<file path="config.mk">
export PLATFORM = sky130hd
export DESIGN_NAME = engine_fire_sequencer
export DESIGN_NICKNAME = d
export VERILOG_FILES = /design/src/rtl/fire_pkg.sv /design/src/rtl/fire_channel.sv /design/src/rtl/engine_fire_sequencer.sv
export SDC_FILE = /design/constraint.sdc
export NUM_CORES = 1
export LEC_CHECK = 0
export ABC_AREA = 1
export CORE_UTILIZATION = 40
export DETAILED_ROUTE_END_ITERATION = 6
export DONT_BUFFER_PORTS = 1
export PLACE_DENSITY_LB_ADDON = 0.2
export SYNTH_ARGS = -nofsm -noshare
export SYNTH_HDL_FRONTEND = slang
export SYNTH_SLANG_ARGS = --single-unit
export TNS_END_PERCENT = 30
</file>
<file path="constraint.sdc">
create_clock -name clk -period 1.5 [get_ports clk]
set_clock_uncertainty 0.1 [all_clocks]
set_input_delay 0.225 -clock clk [delete_from_list [all_inputs] [get_ports clk]]
set_output_delay 0.225 -clock clk [all_outputs]
set_load 0.02 [all_outputs]
</file>
<file path="src/rtl/fire_pkg.sv">
// Shared state encodings, default timing constants and output decode for the fire sequencer.
// Latency: not applicable (types and pure functions only).
// Backpressure: not applicable.
package fire_pkg;

    typedef enum logic [2:0] {
        ST_IDLE      = 3'd0,
        ST_CONFIRM   = 3'd1,
        ST_ALERT     = 3'd2,
        ST_SHUTDOWN  = 3'd3,
        ST_DISCHARGE = 3'd4,
        ST_VERIFY    = 3'd5,
        ST_DONE      = 3'd6,
        ST_FAULT     = 3'd7
    } fire_state_t;

    localparam int DEF_PERSIST       = 4;
    localparam int DEF_ACK_TIMEOUT   = 1000;
    localparam int DEF_DISCHARGE_LEN = 50;
    localparam int DEF_VERIFY_LEN    = 200;

    // Per-channel cockpit/actuator outputs, registered together with the state.
    typedef struct packed {
        logic warn_lamp;
        logic fuel_cut;
        logic bottle_fire;
        logic fault;
    } chan_out_t;

    // Output pattern a channel presents while sitting in a given state.
    // The lamp stays lit through the whole fire response and in FAULT; it goes
    // dark only in IDLE/CONFIRM and once the fire is confirmed out (DONE).
    // Fuel stays cut from SHUTDOWN onwards until the crew resets the channel.
    function automatic chan_out_t decode_outputs(input fire_state_t s);
        chan_out_t o;
        o = '0;
        case (s)
            ST_ALERT:     o.warn_lamp = 1'b1;
            ST_SHUTDOWN: begin
                o.warn_lamp = 1'b1;
                o.fuel_cut  = 1'b1;
            end
            ST_DISCHARGE: begin
                o.warn_lamp   = 1'b1;
                o.fuel_cut    = 1'b1;
                o.bottle_fire = 1'b1;
            end
            ST_VERIFY: begin
                o.warn_lamp = 1'b1;
                o.fuel_cut  = 1'b1;
            end
            ST_DONE:      o.fuel_cut = 1'b1;
            ST_FAULT: begin
                o.warn_lamp = 1'b1;
                o.fuel_cut  = 1'b1;
                o.fault     = 1'b1;
            end
            default:      o = '0;
        endcase
        return o;
    endfunction

    // Largest of the four timing parameters, used to size the shared counter.
    function automatic int max4(input int a, input int b, input int c, input int d);
        int m;
        m = a;
        if (b > m) m = b;
        if (c > m) m = c;
        if (d > m) m = d;
        return m;
    endfunction

endpackage

</file>
<file path="src/rtl/fire_channel.sv">
// One engine's fire-response sequencer: confirm, alert, shut down, discharge, verify, latch result.
// Latency: state and outputs update together one clock after the deciding input is sampled.
// Backpressure: none; inputs are levels sampled every cycle, outputs are registered levels.
module fire_channel
    import fire_pkg::*;
#(
    parameter int PERSIST       = DEF_PERSIST,
    parameter int ACK_TIMEOUT   = DEF_ACK_TIMEOUT,
    parameter int DISCHARGE_LEN = DEF_DISCHARGE_LEN,
    parameter int VERIFY_LEN    = DEF_VERIFY_LEN
) (
    input  logic       clk,
    input  logic       rst,
    input  logic       overheat,
    input  logic       emergency,
    input  logic       ack,
    input  logic       pilot_reset,
    output logic       warn_lamp,
    output logic       fuel_cut,
    output logic       bottle_fire,
    output logic       fault,
    output logic [2:0] state
);

    localparam int CNT_W = $clog2(max4(PERSIST, ACK_TIMEOUT, DISCHARGE_LEN, VERIFY_LEN)) + 1;

    localparam logic [CNT_W-1:0] CNT_ONE        = CNT_W'(1);
    localparam logic [CNT_W-1:0] CNT_MAX        = {CNT_W{1'b1}};
    // Terminal counts: a phase ends on the cycle whose counter equals its last value.
    localparam logic [CNT_W-1:0] PERSIST_LAST   = CNT_W'(PERSIST - 1);
    localparam logic [CNT_W-1:0] ACK_LAST       = CNT_W'(ACK_TIMEOUT - 1);
    localparam logic [CNT_W-1:0] DISCHARGE_LAST = CNT_W'(DISCHARGE_LEN - 1);
    localparam logic [CNT_W-1:0] VERIFY_LAST    = CNT_W'(VERIFY_LEN - 1);

    fire_state_t      st;
    logic [CNT_W-1:0] cnt;
    chan_out_t        outs;

    // Counter never wraps; holding at all-ones keeps a stuck phase from restarting its timer.
    function automatic logic [CNT_W-1:0] sat_inc(input logic [CNT_W-1:0] v);
        return (v == CNT_MAX) ? v : v + CNT_ONE;
    endfunction

    // Channel FSM: state, phase counter and outputs all move on the same edge, so
    // outputs always reflect the state held in the register.
    always_ff @(posedge clk or posedge rst) begin
        if (rst) begin
            st   <= ST_IDLE;
            cnt  <= '0;
            outs <= '0;
        end else begin
            case (st)
                ST_IDLE: begin
                    if (emergency) begin
                        st   <= ST_SHUTDOWN;
                        outs <= decode_outputs(ST_SHUTDOWN);
                        cnt  <= '0;
                    end else if (overheat) begin
                        // This sample already counts as the first cycle of persistence.
                        st   <= ST_CONFIRM;
                        outs <= decode_outputs(ST_CONFIRM);
                        cnt  <= CNT_ONE;
                    end
                end

                ST_CONFIRM: begin
                    if (emergency) begin
                        st   <= ST_SHUTDOWN;
                        outs <= decode_outputs(ST_SHUTDOWN);
                        cnt  <= '0;
                    end else if (!overheat) begin
                        st   <= ST_IDLE;
                        outs <= decode_outputs(ST_IDLE);
                        cnt  <= '0;
                    end else if (cnt >= PERSIST_LAST) begin
                        // This sample is the PERSIST-th consecutive high one.
                        st   <= ST_ALERT;
                        outs <= decode_outputs(ST_ALERT);
                        cnt  <= '0;
                    end else begin
                        cnt  <= sat_inc(cnt);
                    end
                end

                ST_ALERT: begin
                    // Ack is checked before the overheat drop so a pulled handle is never lost.
                    if (emergency || ack) begin
                        st   <= ST_SHUTDOWN;
                        outs <= decode_outputs(ST_SHUTDOWN);
                        cnt  <= '0;
                    end else if (!overheat) begin
                        st   <= ST_IDLE;
                        outs <= decode_outputs(ST_IDLE);
                        cnt  <= '0;
                    end else if (cnt >= ACK_LAST) begin
                        st   <= ST_SHUTDOWN;
                        outs <= decode_outputs(ST_SHUTDOWN);
                        cnt  <= '0;
                    end else begin
                        cnt  <= sat_inc(cnt);
                    end
                end

                ST_SHUTDOWN: begin
                    st   <= ST_DISCHARGE;
                    outs <= decode_outputs(ST_DISCHARGE);
                    cnt  <= '0;
                end

                ST_DISCHARGE: begin
                    // The only way into DISCHARGE is through SHUTDOWN, and the only way
                    // back to SHUTDOWN is a crew reset, so the bottle fires once per reset.
                    if (cnt >= DISCHARGE_LAST) begin
                        st   <= ST_VERIFY;
                        outs <= decode_outputs(ST_VERIFY);
                        cnt  <= '0;
                    end else begin
                        cnt  <= sat_inc(cnt);
                    end
                end

                ST_VERIFY: begin
                    if (cnt >= VERIFY_LAST) begin
                        st   <= overheat ? ST_FAULT : ST_DONE;
                        outs <= decode_outputs(overheat ? ST_FAULT : ST_DONE);
                        cnt  <= '0;
                    end else begin
                        cnt  <= sat_inc(cnt);
                    end
                end

                ST_DONE, ST_FAULT: begin
                    // Latched until the crew resets with the engine no longer hot.
                    if (pilot_reset && !overheat) begin
                        st   <= ST_IDLE;
                        outs <= decode_outputs(ST_IDLE);
                        cnt  <= '0;
                    end
                end

                default: begin
                    st   <= ST_IDLE;
                    outs <= decode_outputs(ST_IDLE);
                    cnt  <= '0;
                end
            endcase
        end
    end

    assign warn_lamp   = outs.warn_lamp;
    assign fuel_cut    = outs.fuel_cut;
    assign bottle_fire = outs.bottle_fire;
    assign fault       = outs.fault;
    assign state       = st;

endmodule

</file>
<file path="src/rtl/engine_fire_sequencer.sv">
// Two-engine fire sequencer: two independent channels sharing the emergency flag.
// Latency: one clock from sampled inputs to registered outputs, per channel.
// Backpressure: none; pure level-in/level-out control block.
module engine_fire_sequencer
    import fire_pkg::*;
#(
    parameter int PERSIST       = DEF_PERSIST,
    parameter int ACK_TIMEOUT   = DEF_ACK_TIMEOUT,
    parameter int DISCHARGE_LEN = DEF_DISCHARGE_LEN,
    parameter int VERIFY_LEN    = DEF_VERIFY_LEN
) (
    input  logic       clk,
    input  logic       rst,
    input  logic       eng1o,
    input  logic       eng2o,
    input  logic       emergencySignal,
    input  logic [1:0] pilot_ack,
    input  logic       pilot_reset,
    output logic [1:0] warn_lamp,
    output logic [1:0] fuel_cut,
    output logic [1:0] bottle_fire,
    output logic [1:0] fault,
    output logic [2:0] state1,
    output logic [2:0] state2
);

    fire_channel #(
        .PERSIST       (PERSIST),
        .ACK_TIMEOUT   (ACK_TIMEOUT),
        .DISCHARGE_LEN (DISCHARGE_LEN),
        .VERIFY_LEN    (VERIFY_LEN)
    ) u_chan1 (
        .clk         (clk),
        .rst         (rst),
        .overheat    (eng1o),
        .emergency   (emergencySignal),
        .ack         (pilot_ack[0]),
        .pilot_reset (pilot_reset),
        .warn_lamp   (warn_lamp[0]),
        .fuel_cut    (fuel_cut[0]),
        .bottle_fire (bottle_fire[0]),
        .fault       (fault[0]),
        .state       (state1)
    );

    fire_channel #(
        .PERSIST       (PERSIST),
        .ACK_TIMEOUT   (ACK_TIMEOUT),
        .DISCHARGE_LEN (DISCHARGE_LEN),
        .VERIFY_LEN    (VERIFY_LEN)
    ) u_chan2 (
        .clk         (clk),
        .rst         (rst),
        .overheat    (eng2o),
        .emergency   (emergencySignal),
        .ack         (pilot_ack[1]),
        .pilot_reset (pilot_reset),
        .warn_lamp   (warn_lamp[1]),
        .fuel_cut    (fuel_cut[1]),
        .bottle_fire (bottle_fire[1]),
        .fault       (fault[1]),
        .state       (state2)
    );

endmodule

</file>
# Word level (Yosys, flattened, before mapping)

Index checks and enable logic that the tools add are counted.

Logic and storage cells: 164
Register bits: 36

Mux-type cells: 84
Reductions and logical operators: 18
Order comparisons: 8
Eq/ne operators: 40
Add/subtract/negate cells: 2

Operators by type and width:

| cell                    | count |
|---|---|
| $mux W11                | 24 |
| $pmux W11 S7            | 2 |
| $mux W4                 | 22 |
| $mux W3                 | 22 |
| $pmux W4 S7             | 2 |
| $eq A3 B3 Y1 const B    | 16 |
| $pmux W3 S7             | 2 |
| $eq A3 B2 Y1 const B    | 8 |
| $add A11 B1 Y11 const B | 2 |
| $eq A11 B11 Y1 const B  | 2 |
| $ge A11 B10 Y1 const B  | 2 |
| $ge A11 B2 Y1 const B   | 2 |
| $ge A11 B6 Y1 const B   | 2 |
| $ge A11 B8 Y1 const B   | 2 |
| $reduce_or A5 Y1        | 4 |
| $ne A2 B1 Y1 const B    | 6 |
| $reduce_and A6 Y1       | 2 |
| $mux W1                 | 10 |
| $ne A4 B2 Y1 const B    | 2 |
| $ne A4 B3 Y1 const B    | 2 |
| $eq A3 B1 Y1 const B    | 2 |
| $logic_not A3 Y1        | 2 |
| $ne A3 B3 Y1 const B    | 2 |
| $reduce_and A2 Y1       | 2 |
| other kinds (4)         | 8 |

# Longest topological paths before layout

Word-level depth: 6
Depth in mapped cells: 15
Depth with buffers taken out: 15

# Hierarchy

A second synthesis with hierarchy kept.

Cell total of the unflattened synthesis: 376
Area total of the unflattened synthesis: 2613.8 µm²

Modules (own cells, without submodules):

| module                 | times used | cells an instance | area each (µm²) |
|---|---|---|---|
| fire_channel (u_chan1) | 1          | 194               | 1336.3 |
| fire_channel (u_chan2) | 1          | 182               | 1277.5 |

# Least setup slack after synthesis

No wires, ideal clock.

Path kind: flip-flop to flip-flop
From: register u_chan2.cnt[0]
To: register u_chan2.outs (netlist bit u_chan2.fuel_cut)
Period minus slack after synthesis: 1714 ps
Setup time: 120 ps
Arrival time: 1494 ps
Stages on the path, launching flop included: 14
Path slack: -214 ps
Path through: dfrtp_1 > ha_1 > nand2_1 > inv_1 > nand3_1 > nand2_1 > nand2_1 > nand2_1 > nand2_1 > nand2_2 > nand2_4 > buf_6 > o21ai_1 > nand2_1

Longest elaborated chain between the ends: 3

RTL lines:

| item                                                        | line                | RTL |
|---|---|---|
| from (decl)                                                 | fire_channel.sv:36  | `logic [CNT_W-1:0] cnt;` |
| from (signal assigned)                                      | fire_channel.sv:81  | `cnt <= sat_inc(cnt);` |
| from (signal assigned)                                      | fire_channel.sv:100 | `cnt <= sat_inc(cnt);` |
| from (signal assigned)                                      | fire_channel.sv:118 | `cnt <= sat_inc(cnt);` |
| $ge A11 B10 Y1, or another cell as far along                | fire_channel.sv:95  | `end else if (cnt >= ACK_LAST) begin` |
| $ne A4 B2 Y1 (no source line), or another cell as far along | n/a                 |  |
| $reduce_and A6 Y1 (no source line) *                        | n/a                 |  |
| to (signal assigned)                                        | fire_channel.sv:93  | `outs <= decode_outputs(ST_IDLE);` |
| to (signal assigned)                                        | fire_channel.sv:97  | `outs <= decode_outputs(ST_SHUTDOWN);` |
| to (signal assigned)                                        | fire_channel.sv:106 | `outs <= decode_outputs(ST_DISCHARGE);` |
| to (decl)                                                   | fire_channel.sv:37  | `chan_out_t outs;` |

Every way passes the cells marked *; elsewhere a longest branch is shown, timed or not.
A chain may end at the register's enable or synchronous reset.

# Worst setup path in the final report

From: register u_chan1.cnt[0]
To: register u_chan1.outs (netlist bit u_chan1.warn_lamp)

Longest elaborated chain between the ends: 3

RTL lines:

| item                                                        | line |
|---|---|
| from (decl)                                                 | fire_channel.sv:36 |
| from (signal assigned)                                      | fire_channel.sv:81 |
| from (signal assigned)                                      | fire_channel.sv:100 |
| from (signal assigned)                                      | fire_channel.sv:118 |
| $ge A11 B10 Y1, or another cell as far along                | fire_channel.sv:95 |
| $ne A4 B2 Y1 (no source line), or another cell as far along | n/a |
| $reduce_and A6 Y1 (no source line) *                        | n/a |
| to (signal assigned)                                        | fire_channel.sv:93 |
| to (signal assigned)                                        | fire_channel.sv:97 |
| to (signal assigned)                                        | fire_channel.sv:106 |
| to (decl)                                                   | fire_channel.sv:37 |

Marked as above.

==> metrics.txt <==
unrepaired setup endpoints after global routing true; GRT Max-Usage Layer met2; setup ws final -0.293 ns; Mean Syn Cell Area 6.74 µm²; wire per inst 13.2 µm; Worst-Skew Late Latency 0.30 ns; period utilisation layout 1.20; routed wire length 6950 µm; row count 28; n_diodes 0; Clock Root Buffer clkbuf_8; worst vdd ir 0.975 mV; Min-Delay Path Class in -> reg; hold slack final 0.119 ns; routability cong. 0.914; TritonRoute pass-1 iters 5; Area Growth Syn to Fin 37.1%; post-synth top area cell dfrtp_1; fin crit period 1.79 ns; Fin. Hold Viols 0; core area 5960 µm²; drt drc 0; Leak Pwr 1.70 nW; CTS tree built; multi-input logic area 1480 µm²; sequential fraction of the synthesis area 0.361; Iter 0 DRT Violations 110; clk slew on worst S/H paths 0.08 ns; Worst-Margin Slew 0.473 ns; I/O pins 22; placed cells 510; chip height 80.9 µm; nets@finish 461; post-synthesis net count 382; placed wire-length estimate 4980 µm; die area 6550 µm²; fill count 559; max-slew violation count 0; critical path peak fanout 5; Worst EP required 1.58 ns; register area 908 µm²; crit end category flop; total power 3.76 mW; H-tree depth 2; Setup Crit Path Kind reg -> reg; antenna violations before repair 0; violated checks negative setup slack; # clock sinks 36; Worst EP arrival 1.88 ns; utilization after layout 0.574; total of max-cap violations 0; first-pass GRT wire length 11300 µm; synthesis-stage register bit count 36; clk buf depth 2; commonest cells after routing, fill and taps aside nand2_1 (91), buf_4 (76), inv_1 (43), nor2_1 (39), dfrtp_1 (30); Setup Viol. Count Final 34; setup_tns -7.55 ns; Non-Filler Instances 525; Relative slew margins 0.685; gr usage total 0.225; met2 track demand over resource 0.387; synth unique cells 31; M1 GR Usage 0.282; Setup crit start kind flop; Mapped Cells 370; top cells by area, synth dfrtp_1 (36%), nand2_1 (15%), inv_1 (7.4%), o21ai_0 (6.6%), nor2_1 (6.3%); status finished with violations; grt total ovfl 0; Vias 2624; PortBufs 0; cts bufs inserted 5; Synth warnings 0; Fmax achieved 558 MHz; width of the die 80.9 µm; DR vias/cell 5.00; Starting Density 0.418; layout cells sized above 1 0.309; vias in the first global route 2559; commonest non-fill, non-tap cell in the layout nand2_1; post-synth top area share 0.361; final antenna-violating net count 0; Mapped Area 2490 µm²; largest net degree at the start of global routing 37; PD cells 1100 nW/µm²; met3 usage 0.0449
==> final cells by class <==
cell class / count / area share
inverter: 53 / 0.0597
clock inverter: 1 / 0.00220
timing repair buffer: 81 / 0.186
sequential: 36 / 0.266
tap: 75 / 0.0275
multi-input combinational: 272 / 0.434
clock buffer: 7 / 0.0253
==> path summary, 6_finish.rpt <==
check	start	to	slack, ns	cells after the start
setup / recovery	u_chan1.cnt[0]	u_chan1.warn_lamp	-0.29	9
hold / removal	eng2o	u_chan2.fault	0.12	4
setup reg to reg	u_chan1.cnt[0]	u_chan1.warn_lamp	-0.29	9
hold reg to reg	u_chan1.cnt[9]	u_chan1.cnt[9]	0.44	2
max in group asynchronous	rst	u_chan1.cnt[1]	0.55	3
min in group asynchronous	rst	u_chan2.fuel_cut	0.38	3
==> cells by family (layout without fill, tap and decap cells) <==
logic type / count (synthesis) / after routing / share of synthesized area
AO/OA/AOI/OAI: 56 / 56 / 0.120
flip-flops: 36 / 36 / 0.361
AND/OR/NAND/NOR: 202 / 205 / 0.357
XOR/XNOR: 7 / 7 / 0.0246
buffers and inverters: 65 / 142 / 0.117
adder cells (fa/ha/maj): 4 / 4 / 0.0201
==> per-layer routing <==
| metal | wire length, µm | share of wire | up-vias |
|---|---|---|---|
| li1 | - | - | 1345 |
| met2 | 3520 | 0.51 | 54 |
| met5 | 0 | 0 | - |
| met3 | 276 | 0.040 | 14 |
| met4 | 141 | 0.020 | 0 |
| met1 | 3010 | 0.43 | 1211 |
==> cell usage after synthesis <==
cell type / instances
nor3b_1: 1
inv_1: 49
nor2_1: 42
ha_1: 4
dfrtp_1: 36
nor3_1: 9
o22ai_2: 2
xnor2_1: 2
buf_4: 8
o31ai_1: 1
xor2_1: 5
nand3_1: 30
nand3b_1: 1
nand2_4: 1
nor2_2: 1
nand4_1: 8
o21ai_1: 12
nand2_2: 3
inv_2: 3
nand3_2: 1
or2_0: 1
a21oi_1: 7
buf_2: 2
o21ai_0: 33
o22ai_1: 1
nand4_2: 1
nor4_1: 2
nand2_1: 99
nor2_4: 2
buf_6: 2
clkinv_1: 1
==> sequential cells by signal (all words and copies together) (netlist names) <==
register and count:
u_chan1.cnt 11, u_chan2.bottle_fire 1, u_chan1.fault 1, u_chan2.cnt 11, u_chan1.warn_lamp 1, u_chan1.bottle_fire 1
u_chan1.fuel_cut 1, u_chan2.state 3, u_chan2.fault 1, u_chan1.state 3, u_chan2.warn_lamp 1, u_chan2.fuel_cut 1
==> per-stage QoR <==
step | area (µm²) | setup WS [ns]
detailed placement | 3130 | -0.287
finish | 3420 | -0.293
global placement | 3130 | -0.239
CTS | 3350 | -0.233
floorplan | 2540 | -0.0814
global route | 3420 | -0.399
==> report_power, final <==
group          internal, mW  switching [mW]
Clock                 0.374           0.376
Combinational         0.769           0.964
Sequential             1.09           0.189
Total                  2.24            1.53
==> critical path, cell delays in order, from the launching register on <==
cell	delay, ns
dfrtp_2	0.47
nand3_1	0.15
nand2_2	0.12
o31ai_4	0.29
nand3_2	0.14
buf_6	0.15
nand2_8	0.09
nor2_4	0.06
nand2_1	0.06
nand2_1	0.05
==> what timing repair did <==
action,in CTS,in global routing
resized for setup,20,19
hold endpoints to repair,36,0
buffers inserted,2,1
cloned,3,0
setup endpoints to repair,34,36
pin swaps,6,5
hold buffers,1,0
Power figures use the tool's default switching activity.
